==> config.mk <==
export PLATFORM = sky130hd
export DESIGN_NAME = ma_mem_arbiter
export DESIGN_NICKNAME = d
export VERILOG_FILES = /design/src/rtl/ma_mem_arbiter.sv
export SDC_FILE = /design/constraint.sdc
export NUM_CORES = 1
export LEC_CHECK = 0
export CELL_PAD_IN_SITES_DETAIL_PLACEMENT = 1
export CELL_PAD_IN_SITES_GLOBAL_PLACEMENT = 2
export CORE_UTILIZATION = 27
export DETAILED_ROUTE_END_ITERATION = 6
export PLACE_DENSITY_LB_ADDON = 0.15
export SLEW_MARGIN = 10
export SYNTH_ARGS = -nofsm -noshare
export SYNTH_HDL_FRONTEND = slang
export SYNTH_SLANG_ARGS = --single-unit
==> constraint.sdc <==
create_clock -name clk_i -period 3.1 [get_ports clk_i]
set_clock_uncertainty 0.1 [all_clocks]
set_input_delay 0.62 -clock clk_i [delete_from_list [all_inputs] [get_ports clk_i]]
set_output_delay 0.62 -clock clk_i [all_outputs]
set_load 0.05 [all_outputs]
==> src/rtl/ma_mem_arbiter.sv <==
`default_nettype none
// ma_mem_arbiter: round-robin arbiter sharing one single-port data RAM
// between two 4-phase Send/Ack memory-access requesters.  Rev 1.0
module ma_mem_arbiter #(
  parameter int DATA_W      = 16,
  parameter int ADDR_W      = 10,
  parameter int SYNC_STAGES = 2,
  parameter int MEM_LAT     = 1
) (
  input  logic              clk_i,
  input  logic              rst_ni,
  input  logic              send0_i,
  output logic              ack0_o,
  input  logic [ADDR_W-1:0] addr0_i,
  input  logic              we0_i,
  input  logic [DATA_W-1:0] wdata0_i,
  output logic [DATA_W-1:0] rdata0_o,
  input  logic              send1_i,
  output logic              ack1_o,
  input  logic [ADDR_W-1:0] addr1_i,
  input  logic              we1_i,
  input  logic [DATA_W-1:0] wdata1_i,
  output logic [DATA_W-1:0] rdata1_o,
  output logic              mem_ce_o,
  output logic              mem_we_o,
  output logic [ADDR_W-1:0] mem_addr_o,
  output logic [DATA_W-1:0] mem_wdata_o,
  input  logic [DATA_W-1:0] mem_rdata_i,
  output logic [1:0]        grant_o,
  output logic              busy_o
);

  localparam logic [1:0] S_IDLE  = 2'd0;
  localparam logic [1:0] S_ISSUE = 2'd1;
  localparam logic [1:0] S_WAIT  = 2'd2;
  localparam logic [1:0] S_RESP  = 2'd3;
  localparam int         CNT_W   = (MEM_LAT > 1) ? $clog2(MEM_LAT) : 1;

  logic [SYNC_STAGES-1:0] sync0_q, sync1_q;
  logic [1:0]             sreq, pend;
  logic                   win;

  logic [1:0]        state_q, state_d;
  logic              last_q, last_d;
  logic              gidx_q, gidx_d;
  logic              st_we_q, st_we_d;
  logic [1:0]        grant_q, grant_d;
  logic [1:0]        ack_q, ack_d;
  logic              mem_ce_q, mem_ce_d;
  logic              mem_we_q, mem_we_d;
  logic [ADDR_W-1:0] mem_addr_q, mem_addr_d;
  logic [DATA_W-1:0] mem_wdata_q, mem_wdata_d;
  logic [DATA_W-1:0] rdata0_q, rdata0_d;
  logic [DATA_W-1:0] rdata1_q, rdata1_d;
  logic [CNT_W-1:0]  cnt_q, cnt_d;

  assign sreq = {sync1_q[SYNC_STAGES-1], sync0_q[SYNC_STAGES-1]};
  assign pend = sreq & ~ack_q;

  always_comb begin
    win         = pend[1];
    if (pend == 2'b11) win = ~last_q;
    state_d     = state_q;
    last_d      = last_q;
    gidx_d      = gidx_q;
    st_we_d     = st_we_q;
    grant_d     = grant_q;
    ack_d       = ack_q;
    mem_ce_d    = 1'b0;
    mem_we_d    = 1'b0;
    mem_addr_d  = mem_addr_q;
    mem_wdata_d = mem_wdata_q;
    rdata0_d    = rdata0_q;
    rdata1_d    = rdata1_q;
    cnt_d       = cnt_q;
    case (state_q)
      S_IDLE: begin
        if (pend != 2'b00) begin
          gidx_d      = win;
          last_d      = win;
          grant_d     = {win, ~win};
          st_we_d     = win ? we1_i : we0_i;
          mem_ce_d    = 1'b1;
          mem_we_d    = win ? we1_i : we0_i;
          mem_addr_d  = win ? addr1_i : addr0_i;
          mem_wdata_d = win ? wdata1_i : wdata0_i;
          state_d     = S_ISSUE;
        end
      end
      S_ISSUE: begin
        cnt_d   = CNT_W'(MEM_LAT - 1);
        state_d = S_WAIT;
      end
      S_WAIT: begin
        // Read data is captured on the edge that closes the last wait cycle.
        if (cnt_q == '0) begin
          if (!st_we_q) begin
            if (gidx_q) rdata1_d = mem_rdata_i;
            else        rdata0_d = mem_rdata_i;
          end
          ack_d[gidx_q] = 1'b1;
          state_d       = S_RESP;
        end else begin
          cnt_d = cnt_q - CNT_W'(1);
        end
      end
      default: begin
        if (!sreq[gidx_q]) begin
          ack_d   = 2'b00;
          grant_d = 2'b00;
          state_d = S_IDLE;
        end
      end
    endcase
  end

  always_ff @(posedge clk_i or negedge rst_ni) begin
    if (!rst_ni) begin
      sync0_q     <= '0;
      sync1_q     <= '0;
      state_q     <= S_IDLE;
      last_q      <= 1'b1;
      gidx_q      <= 1'b0;
      st_we_q     <= 1'b0;
      grant_q     <= 2'b00;
      ack_q       <= 2'b00;
      mem_ce_q    <= 1'b0;
      mem_we_q    <= 1'b0;
      mem_addr_q  <= '0;
      mem_wdata_q <= '0;
      rdata0_q    <= '0;
      rdata1_q    <= '0;
      cnt_q       <= '0;
    end else begin
      sync0_q     <= {sync0_q[SYNC_STAGES-2:0], send0_i};
      sync1_q     <= {sync1_q[SYNC_STAGES-2:0], send1_i};
      state_q     <= state_d;
      last_q      <= last_d;
      gidx_q      <= gidx_d;
      st_we_q     <= st_we_d;
      grant_q     <= grant_d;
      ack_q       <= ack_d;
      mem_ce_q    <= mem_ce_d;
      mem_we_q    <= mem_we_d;
      mem_addr_q  <= mem_addr_d;
      mem_wdata_q <= mem_wdata_d;
      rdata0_q    <= rdata0_d;
      rdata1_q    <= rdata1_d;
      cnt_q       <= cnt_d;
    end
  end

  assign ack0_o      = ack_q[0];
  assign ack1_o      = ack_q[1];
  assign rdata0_o    = rdata0_q;
  assign rdata1_o    = rdata1_q;
  assign mem_ce_o    = mem_ce_q;
  assign mem_we_o    = mem_we_q;
  assign mem_addr_o  = mem_addr_q;
  assign mem_wdata_o = mem_wdata_q;
  assign grant_o     = grant_q;
  assign busy_o      = (state_q != S_IDLE);

endmodule
`default_nettype wire
==> run_summary.xml, run 1 <==
<?xml version="1.0" encoding="UTF-8"?>
<metrics>
  <group name="run_status">
    <metric name="result_of_the_run" unit="">finished, final reports clean</metric>
  </group>
  <group name="power">
    <metric name="intPower" unit="mW">3.17</metric>
    <metric name="power_frac_clock" unit="">0.142</metric>
    <metric name="power.share.combinational" unit="">0.581</metric>
    <metric name="power.switching_fraction" unit="">0.473</metric>
    <metric name="power_leakage" unit="nW">2.09</metric>
    <metric name="power_switching" unit="mW">2.84</metric>
    <metric name="seq_power_share" unit="">0.277</metric>
    <metric name="power_density" unit="nW/um^2">1270</metric>
    <metric name="vdd_ir_drop_max" unit="mV">0.528</metric>
    <metric name="fin_total_pwr" unit="mW">6.01</metric>
  </group>
  <group name="synth">
    <metric name="synth.top_cells.by_count" unit="">sky130_fd_sc_hd__dfrtp_1, sky130_fd_sc_hd__nand2_1, sky130_fd_sc_hd__mux2_2, sky130_fd_sc_hd__a22oi_1, sky130_fd_sc_hd__buf_2</metric>
    <metric name="synth_enable_flop_cells" unit="">0</metric>
    <metric name="yosysTopAreaCellShare" unit="">0.605</metric>
    <metric name="ys_async_sr_fraction" unit="">1.00</metric>
    <metric name="post_synth_instance_area" unit="um^2">2980</metric>
    <metric name="postSynthNetCount" unit="">315</metric>
    <metric name="synth_area_leader_cell" unit="">sky130_fd_sc_hd__dfrtp_1</metric>
    <metric name="yosys_warns" unit="">0</metric>
    <metric name="netlist_instances" unit="">237</metric>
    <metric name="post_synth.cell_area_avg" unit="um^2">12.6</metric>
    <metric name="netlist_top_cells_area" unit="">sky130_fd_sc_hd__dfrtp_1, sky130_fd_sc_hd__mux2_2, sky130_fd_sc_hd__nand2_1</metric>
    <metric name="synth_most_common_cell" unit="">sky130_fd_sc_hd__dfrtp_1</metric>
    <metric name="synth.ff_latch_count" unit="">73</metric>
    <metric name="synthFlopType" unit="">sky130_fd_sc_hd__dfrtp_1</metric>
    <metric name="sequential_fraction_of_the_synthesis_area" unit="">0.613</metric>
    <metric name="netlist-cell-type-count" unit="">31</metric>
  </group>
  <group name="clock_network">
    <metric name="cts_resized" unit="">0</metric>
    <metric name="clk-insertion-delay-late" unit="ns">0.34</metric>
    <metric name="post_cts.repair.setup_buffers" unit="">0</metric>
    <metric name="cts-buffers-inserted" unit="">9</metric>
    <metric name="cts.sink_count" unit="">73</metric>
    <metric name="cts-hold-fix-buffers" unit="">0</metric>
    <metric name="tritoncts_clock_tree" unit="">built</metric>
    <metric name="clk_pin_slew" unit="ns">0.08</metric>
    <metric name="cts_max_level" unit="">3</metric>
    <metric name="cts_buffer_depth" unit="">2</metric>
    <metric name="cell_at_the_root_of_the_clock_tree" unit="">sky130_fd_sc_hd__clkbuf_8</metric>
  </group>
  <group name="routing">
    <metric name="detail-route-antenna-nets" unit="">0</metric>
    <metric name="route.vias.total" unit="">2304</metric>
    <metric name="route.detailed.vias_per_inst" unit="">4.44</metric>
    <metric name="drc" unit="">0</metric>
    <metric name="post_drt_wl_per_cell" unit="um">15.9</metric>
    <metric name="drt-pass1-iter-count" unit="">4</metric>
    <metric name="dr.first_iter.drc_count" unit="">77</metric>
    <metric name="totalWireLength" unit="um">8270</metric>
  </group>
  <group name="timing">
    <metric name="slew_headroom" unit="">0.373</metric>
    <metric name="timing_max_transition_violations_final" unit="">0</metric>
    <metric name="max_clock_freq" unit="MHz">358</metric>
    <metric name="timing.final.setup_violations" unit="">0</metric>
    <metric name="final.period_utilization" unit="">0.900</metric>
    <metric name="setup_tns" unit="ns">0</metric>
    <metric name="max_slew.worst_pin.slew" unit="ns">0.940</metric>
    <metric name="timing_hold_violations_final" unit="">0</metric>
    <metric name="fin_hold_ws" unit="ns">0.255</metric>
    <metric name="rsz_0062_raised_after_global_routing" unit="">false</metric>
    <metric name="final_critical_period" unit="ns">2.79</metric>
  </group>
  <group name="floorplanning">
    <metric name="core_outline_area" unit="um^2">10500</metric>
    <metric name="fp-row-count" unit="">37</metric>
    <metric name="chipHeight" unit="um">107</metric>
    <metric name="top_level_ports" unit="">139</metric>
    <metric name="start_util" unit="">0.284</metric>
    <metric name="floorplan.die.width" unit="um">107</metric>
    <metric name="area_of_the_die" unit="um^2">11500</metric>
  </group>
  <group name="min_path">
    <metric name="hold_end" unit="">sync0_q[1]$_DFF_PN0_</metric>
    <metric name="timing.hold.worst.start" unit="">sync0_q[0]$_DFF_PN0_</metric>
    <metric name="worstHoldPathType" unit="">register to register</metric>
    <metric name="timing.hold.worst_path_depth" unit="">0</metric>
  </group>
  <group name="grt">
    <metric name="number_of_global_route_vias_before_repair" unit="">2536</metric>
    <metric name="overflow" unit="">0</metric>
    <metric name="grt_start_max_net_pins" unit="">74</metric>
    <metric name="grt_first_pass_wirelength" unit="um">13200</metric>
    <metric name="globalRouteTotalUtil" unit="">0.153</metric>
    <metric name="grt_antenna_before_repair" unit="">0</metric>
  </group>
  <group name="placement">
    <metric name="gp_congestion" unit="">0.660</metric>
    <metric name="io_buffer_count" unit="">138</metric>
    <metric name="detailed_place_hpwl" unit="um">6010</metric>
  </group>
  <group name="critical_path">
    <metric name="largest_stage_delay_worst_path" unit="ns">0.83</metric>
    <metric name="regToRegStartpoint" unit="">state_q[0]$_DFFE_PN0P_</metric>
    <metric name="worst_r2r_endpoint" unit="">rdata0_o[6]$_DFFE_PN0P_</metric>
    <metric name="cp.required" unit="ns">2.38</metric>
    <metric name="cell_breakdown_of_the_critical_path" unit="">inv_1 -&gt; ha_1 -&gt; inv_2 -&gt; clkdlybuf4s50_1</metric>
    <metric name="ff2ff_path_depth" unit="">5</metric>
    <metric name="critical_path_peak_fanout" unit="">6</metric>
    <metric name="ff2ff_setup_slack" unit="ns">1.02</metric>
    <metric name="timing_worst_setup_path_type" unit="">register to output pin</metric>
    <metric name="critPathCaptureType" unit="">output pin</metric>
    <metric name="crit_path_top_delay_cell" unit="">sky130_fd_sc_hd__clkdlybuf4s50_1</metric>
    <metric name="critPathLaunchType" unit="">register</metric>
    <metric name="cp_data_arrival_time" unit="ns">2.07</metric>
  </group>
  <group name="finish">
    <metric name="insertedDiodeCount" unit="">0</metric>
    <metric name="core_util_final" unit="">0.449</metric>
    <metric name="area_growth_syn_to_layout" unit="%">58.4</metric>
    <metric name="drive_above_1_share" unit="">0.159</metric>
    <metric name="final_nets" unit="">456</metric>
  </group>
  <group name="job">
    <metric name="maxCapViolations" unit="">0</metric>
  </group>
</metrics>
==> state kept, by name, summed over array words and instances, names as in the netlist, 10 cells and up <==
register / cells
rdata0_o: 16
mem_addr_o: 10
rdata1_o: 16
mem_wdata_o: 16
==> layout by cell type (no fill, tap or decap), types with 2 or more instances in the layout <==
cell type / n
sky130_fd_sc_hd__nor2_1: 3
sky130_fd_sc_hd__clkbuf_8: 11
sky130_fd_sc_hd__dfrtp_1: 72
sky130_fd_sc_hd__bufinv_16: 2
sky130_fd_sc_hd__nand2_1: 55
sky130_fd_sc_hd__inv_1: 4
sky130_fd_sc_hd__clkdlybuf4s50_1: 137
sky130_fd_sc_hd__a21o_1: 3
sky130_fd_sc_hd__mux2_2: 32
sky130_fd_sc_hd__nor3_1: 2
sky130_fd_sc_hd__a21oi_1: 3
sky130_fd_sc_hd__ha_1: 4
sky130_fd_sc_hd__buf_4: 4
sky130_fd_sc_hd__mux2i_1: 2
sky130_fd_sc_hd__a22oi_1: 26
sky130_fd_sc_hd__a22o_1: 2
==> power by group through the flow <==
stage               sequential, mW  combinational (mW)  clock (mW)
floorplan                     3.07               0.916           0
global placement              1.66                3.50           0
detailed placement            1.69                3.53           0
CTS                           1.67                3.54       0.885
global route                  1.74                3.70       0.929
finish                        1.66                3.49       0.851
==> worst max path at each step <==
stage	startpoint	to	slack [ns]	cells past startpoint
6_report	state_q[0]$_DFFE_PN0P_	busy_o	0.31	4
5_1_grt	state_q[0]$_DFFE_PN0P_	busy_o	0.19	4
4_1_cts	state_q[0]$_DFFE_PN0P_	busy_o	0.28	4
3_5_place_dp	state_q[0]$_DFFE_PN0P_	busy_o	0.68	4
3_3_place_gp	state_q[0]$_DFFE_PN0P_	busy_o	0.70	4
2_1_floorplan	state_q[0]$_DFFE_PN0P_	rdata0_o[10]$_DFFE_PN0P_	1.31	5
==> per-layer routing <==
metal  vias to the layer above  part of all wire  routed length [um]  global-route usage
li1                       1105                 -                   -                   -
met2                        81              0.50                4160               0.263
met4                         0            0.0099                  82              0.0558
met3                         7             0.075                 621              0.0480
met5                         -                 0                   0                   0
met1                      1111              0.41                3410               0.178
==> cells by family (layout without fill, tap and decap cells) <==
group | count (synthesis) | after routing | share of synthesized area
DFF | 73 | 73 | 0.613
and+or+nand+nor | 68 | 68 | 0.104
adders and majority gates | 4 | 4 | 0.0168
AOI/OAI and AO/OA | 41 | 41 | 0.102
muxes | 34 | 34 | 0.128
buffers and inverters | 17 | 163 | 0.0365
==> critical path: cells and delay by family, from the launching register on <==
| family | cells | cell delay [ns] |
|---|---|---|
| buffers and inverters | 3 | 1.05 |
| flip-flops | 1 | 0.38 |
| adder cells (fa/ha/maj) | 1 | 0.29 |
==> area by class of cell <==
class | instances | area (um^2)
clock buffer | 12 | 155
clock inverter | 4 | 73.8
fill | 1121 | 5790
inverter | 5 | 18.8
multi-input combinational | 147 | 1050
sequential | 73 | 1830
tap | 136 | 170
timing repair buffer | 142 | 1420
==> per-stage QoR <==
stage,cell area [um^2],worst slack [ns],std cells
global placement,4490,0.700,503
finish,4720,0.311,519
detailed placement,4490,0.677,503
floorplan,2980,1.31,237
global route,4720,0.190,519
CTS,4720,0.281,519
Note: power is estimated with default switching activity, not from simulation.
==> inputs of run 2 (changes only) <==
==> config.mk (replaced) <==
export PLATFORM = sky130hd
export DESIGN_NAME = ma_mem_arbiter
export DESIGN_NICKNAME = d
export VERILOG_FILES = /design/src/rtl/ma_mem_arbiter.sv
export SDC_FILE = /design/constraint.sdc
export NUM_CORES = 1
export LEC_CHECK = 0
export CORE_UTILIZATION = 44
export DETAILED_ROUTE_END_ITERATION = 6
export PLACE_DENSITY = 0.87
export SLEW_MARGIN = 10
export SYNTH_ARGS = -nofsm -noshare
export SYNTH_HDL_FRONTEND = slang
export SYNTH_SLANG_ARGS = --single-unit
==> run 2 against run 1 <==
Effect of this change: the flow now finishes with violations (design-rule violations); sequential power is essentially flat; cell count down 12%; non-clock buffer count down 1; die area shrank 38%; register-to-register slack got worse by 0.12 ns; global-route usage up 6.9 points; worst hold slack lost 0.00086 ns; design area decreased by 3.4%; critical path depth did not move; via count rose by 1.0%; clock-buffer cell count stayed put; critical path type unchanged; largest cell class unchanged; largest power group unchanged.
==> run_summary.xml, run 2 (same netlist as run 1, synthesis figures left out) <==
<?xml version="1.0" encoding="UTF-8"?>
<metrics>
  <group name="run_status">
    <metric name="result_of_the_run" unit="">finished, violations left</metric>
    <metric name="failing_checks" unit="">design-rule violations</metric>
  </group>
  <group name="critical_path">
    <metric name="worst_r2r_endpoint" unit="">rdata0_o[6]$_DFFE_PN0P_</metric>
    <metric name="critical_path_peak_fanout" unit="">6</metric>
    <metric name="buf_inv_stages_crit_path" unit="">3</metric>
    <metric name="setup.worst_path.start" unit="">state_q[0]$_DFFE_PN0P_</metric>
    <metric name="cp_data_arrival_time" unit="ns">2.05</metric>
    <metric name="setup.worst_path.end" unit="">busy_o</metric>
    <metric name="largest_stage_delay_worst_path" unit="ns">0.83</metric>
    <metric name="crit_path_top_delay_cell" unit="">sky130_fd_sc_hd__clkdlybuf4s50_1</metric>
    <metric name="timing_worst_setup_path_type" unit="">register to output pin</metric>
    <metric name="critPathCaptureType" unit="">output pin</metric>
    <metric name="critical_path_cell_count" unit="">4</metric>
    <metric name="cp.required" unit="ns">2.38</metric>
    <metric name="critPathLaunchType" unit="">register</metric>
    <metric name="ff2ff_path_depth" unit="">4</metric>
    <metric name="ff2ff_setup_slack" unit="ns">0.90</metric>
    <metric name="regToRegStartpoint" unit="">state_q[0]$_DFFE_PN0P_</metric>
    <metric name="critical_path.top_delay_family" unit="">buffers and inverters</metric>
    <metric name="cell_breakdown_of_the_critical_path" unit="">inv_1 -&gt; ha_1 -&gt; inv_2 -&gt; clkdlybuf4s50_1</metric>
  </group>
  <group name="placement">
    <metric name="gp_congestion" unit="">0.824</metric>
    <metric name="io_buffer_count" unit="">138</metric>
    <metric name="detailed_place_hpwl" unit="um">5370</metric>
    <metric name="placement.setup.worst_slack" unit="ns">0.684</metric>
    <metric name="cell_area_reported_after_detailed_placement" unit="um^2">4400</metric>
  </group>
  <group name="clock_network">
    <metric name="cts_resized" unit="">0</metric>
    <metric name="cts_buffer_depth" unit="">2</metric>
    <metric name="cell_at_the_root_of_the_clock_tree" unit="">sky130_fd_sc_hd__clkbuf_8</metric>
    <metric name="tritoncts_clock_tree" unit="">built</metric>
    <metric name="cts.sink_count" unit="">73</metric>
    <metric name="post_cts.repair.setup_buffers" unit="">0</metric>
    <metric name="cts-hold-fix-buffers" unit="">0</metric>
    <metric name="clk-insertion-delay-late" unit="ns">0.33</metric>
    <metric name="cts_max_level" unit="">3</metric>
    <metric name="clk_pin_slew" unit="ns">0.07</metric>
    <metric name="cts-buffers-inserted" unit="">9</metric>
  </group>
  <group name="grt">
    <metric name="overflow" unit="">0</metric>
    <metric name="grt_first_pass_wirelength" unit="um">12100</metric>
    <metric name="grt_antenna_before_repair" unit="">0</metric>
    <metric name="number_of_global_route_vias_before_repair" unit="">2451</metric>
    <metric name="grt_start_max_net_pins" unit="">74</metric>
    <metric name="globalRouteTotalUtil" unit="">0.222</metric>
  </group>
  <group name="finish">
    <metric name="final_nets" unit="">455</metric>
    <metric name="area_growth_syn_to_layout" unit="%">53.1</metric>
    <metric name="core_util_final" unit="">0.706</metric>
    <metric name="mostFrequentLayoutCell" unit="">sky130_fd_sc_hd__clkdlybuf4s50_1</metric>
    <metric name="insertedDiodeCount" unit="">0</metric>
    <metric name="final_area" unit="um^2">4560</metric>
    <metric name="layout.cells.most_common_list" unit="">sky130_fd_sc_hd__clkdlybuf4s50_1, sky130_fd_sc_hd__dfrtp_1, sky130_fd_sc_hd__nand2_1</metric>
    <metric name="drive_above_1_share" unit="">0.152</metric>
  </group>
  <group name="routing">
    <metric name="totalWireLength" unit="um">7310</metric>
    <metric name="detail-route-antenna-nets" unit="">0</metric>
    <metric name="drc" unit="">13</metric>
    <metric name="post_drt_wl_per_cell" unit="um">16.0</metric>
    <metric name="route.detailed.vias_per_inst" unit="">5.08</metric>
    <metric name="route.vias.total" unit="">2328</metric>
    <metric name="drt-pass1-iter-count" unit="">7</metric>
    <metric name="dr.first_iter.drc_count" unit="">115</metric>
  </group>
  <group name="power">
    <metric name="power_density" unit="nW/um^2">1260</metric>
    <metric name="intPower" unit="mW">2.96</metric>
    <metric name="power_leakage" unit="nW">2.04</metric>
    <metric name="vdd_ir_drop_max" unit="mV">0.517</metric>
    <metric name="power.share.combinational" unit="">0.600</metric>
    <metric name="power_frac_clock" unit="">0.110</metric>
    <metric name="power_switching" unit="mW">2.80</metric>
    <metric name="seq_power_share" unit="">0.290</metric>
    <metric name="power.switching_fraction" unit="">0.487</metric>
  </group>
  <group name="timing">
    <metric name="timing_max_transition_violations_final" unit="">0</metric>
    <metric name="max_slew.worst_pin.slew" unit="ns">0.886</metric>
    <metric name="final_critical_period" unit="ns">2.77</metric>
    <metric name="final.period_utilization" unit="">0.895</metric>
    <metric name="rsz_0062_raised_after_global_routing" unit="">false</metric>
    <metric name="max_clock_freq" unit="MHz">361</metric>
    <metric name="timing.final.setup_violations" unit="">0</metric>
    <metric name="worst_slack" unit="ns">0.327</metric>
    <metric name="setup_tns" unit="ns">0</metric>
    <metric name="timing_hold_violations_final" unit="">0</metric>
    <metric name="slew_headroom" unit="">0.409</metric>
  </group>
  <group name="floorplanning">
    <metric name="fp-row-count" unit="">29</metric>
    <metric name="area_of_the_die" unit="um^2">7110</metric>
    <metric name="core_outline_area" unit="um^2">6460</metric>
    <metric name="chipHeight" unit="um">84.3</metric>
    <metric name="floorplan.die.width" unit="um">84.3</metric>
    <metric name="top_level_ports" unit="">139</metric>
    <metric name="start_util" unit="">0.461</metric>
  </group>
  <group name="job">
    <metric name="maxCapViolations" unit="">0</metric>
  </group>
  <group name="min_path">
    <metric name="worstHoldPathType" unit="">register to register</metric>
  </group>
</metrics>
[run 2: cell types whose count changed in the layout (fill, tap and decap cells not counted), sizes merged]
cell / before / now
clkinv: 1 / 2
clkinvlp: 0 / 1
bufinv: 2 / 0
inv: 6 / 5
buf: 5 / 4
[run 2: through the flow]
| stage | instances | hold slack [ns] | power (mW) |
|---|---|---|---|
| after global placement | 443 | 0.234 | 5.06 |
| after global routing | 458 | 0.269 | 6.07 |
| after floorplan | 237 | 0.224 | 3.99 |
| after detailed placement | 443 | 0.240 | 5.17 |
| final | 458 | 0.255 | 5.76 |
| after CTS | 458 | 0.257 | 5.82 |
[run 2: worst reg2reg max path: stages (launching register included)]
cell	delay, ns
sky130_fd_sc_hd__dfrtp_1	0.40
sky130_fd_sc_hd__inv_1	0.11
sky130_fd_sc_hd__ha_1	0.30
sky130_fd_sc_hd__nor3b_4	0.75
sky130_fd_sc_hd__mux2_2	0.42
[run 2: worst min-delay path by stage]
stage,to,start,cells after the start
3_3_place_gp,sync0_q[1]$_DFF_PN0_,sync0_q[0]$_DFF_PN0_,0
5_1_grt,sync1_q[1]$_DFF_PN0_,sync1_q[0]$_DFF_PN0_,0
3_5_place_dp,sync1_q[1]$_DFF_PN0_,sync1_q[0]$_DFF_PN0_,0
6_report,sync1_q[1]$_DFF_PN0_,sync1_q[0]$_DFF_PN0_,0
2_1_floorplan,ack_q[0]$_DFFE_PN0P_,rst_ni,0
4_1_cts,sync1_q[1]$_DFF_PN0_,sync1_q[0]$_DFF_PN0_,0
[run 2: area by class of cell]
cell class	count	area [um^2]
multi-input cells	147	1050
well taps	77	96.3
clock buffers	12	145
clock inverters	3	17.5
fillers	481	1900
flip-flops and latches	73	1830
repair buffers	141	1400
inverters	5	18.8
[run 2: power groups by stage]
stage                     registers, mW  clock network [mW]  logic [mW]
after floorplan                    3.07                   0       0.916
after global placement             1.66                   0        3.41
after detailed placement           1.69                   0        3.48
after CTS                          1.67               0.657        3.49
after global routing               1.73               0.699        3.64
final                              1.67               0.634        3.46
[run 2: layer usage]
metal | share of wire | track usage | vias up | routed length (um)
met5 | 0 | 0 | - | 0
met4 | 0.0097 | 0.0674 | 0 | 71
met3 | 0.087 | 0.0708 | 8 | 639
met2 | 0.51 | 0.384 | 106 | 3700
met1 | 0.40 | 0.266 | 1116 | 2900
li1 | - | - | 1098 | -
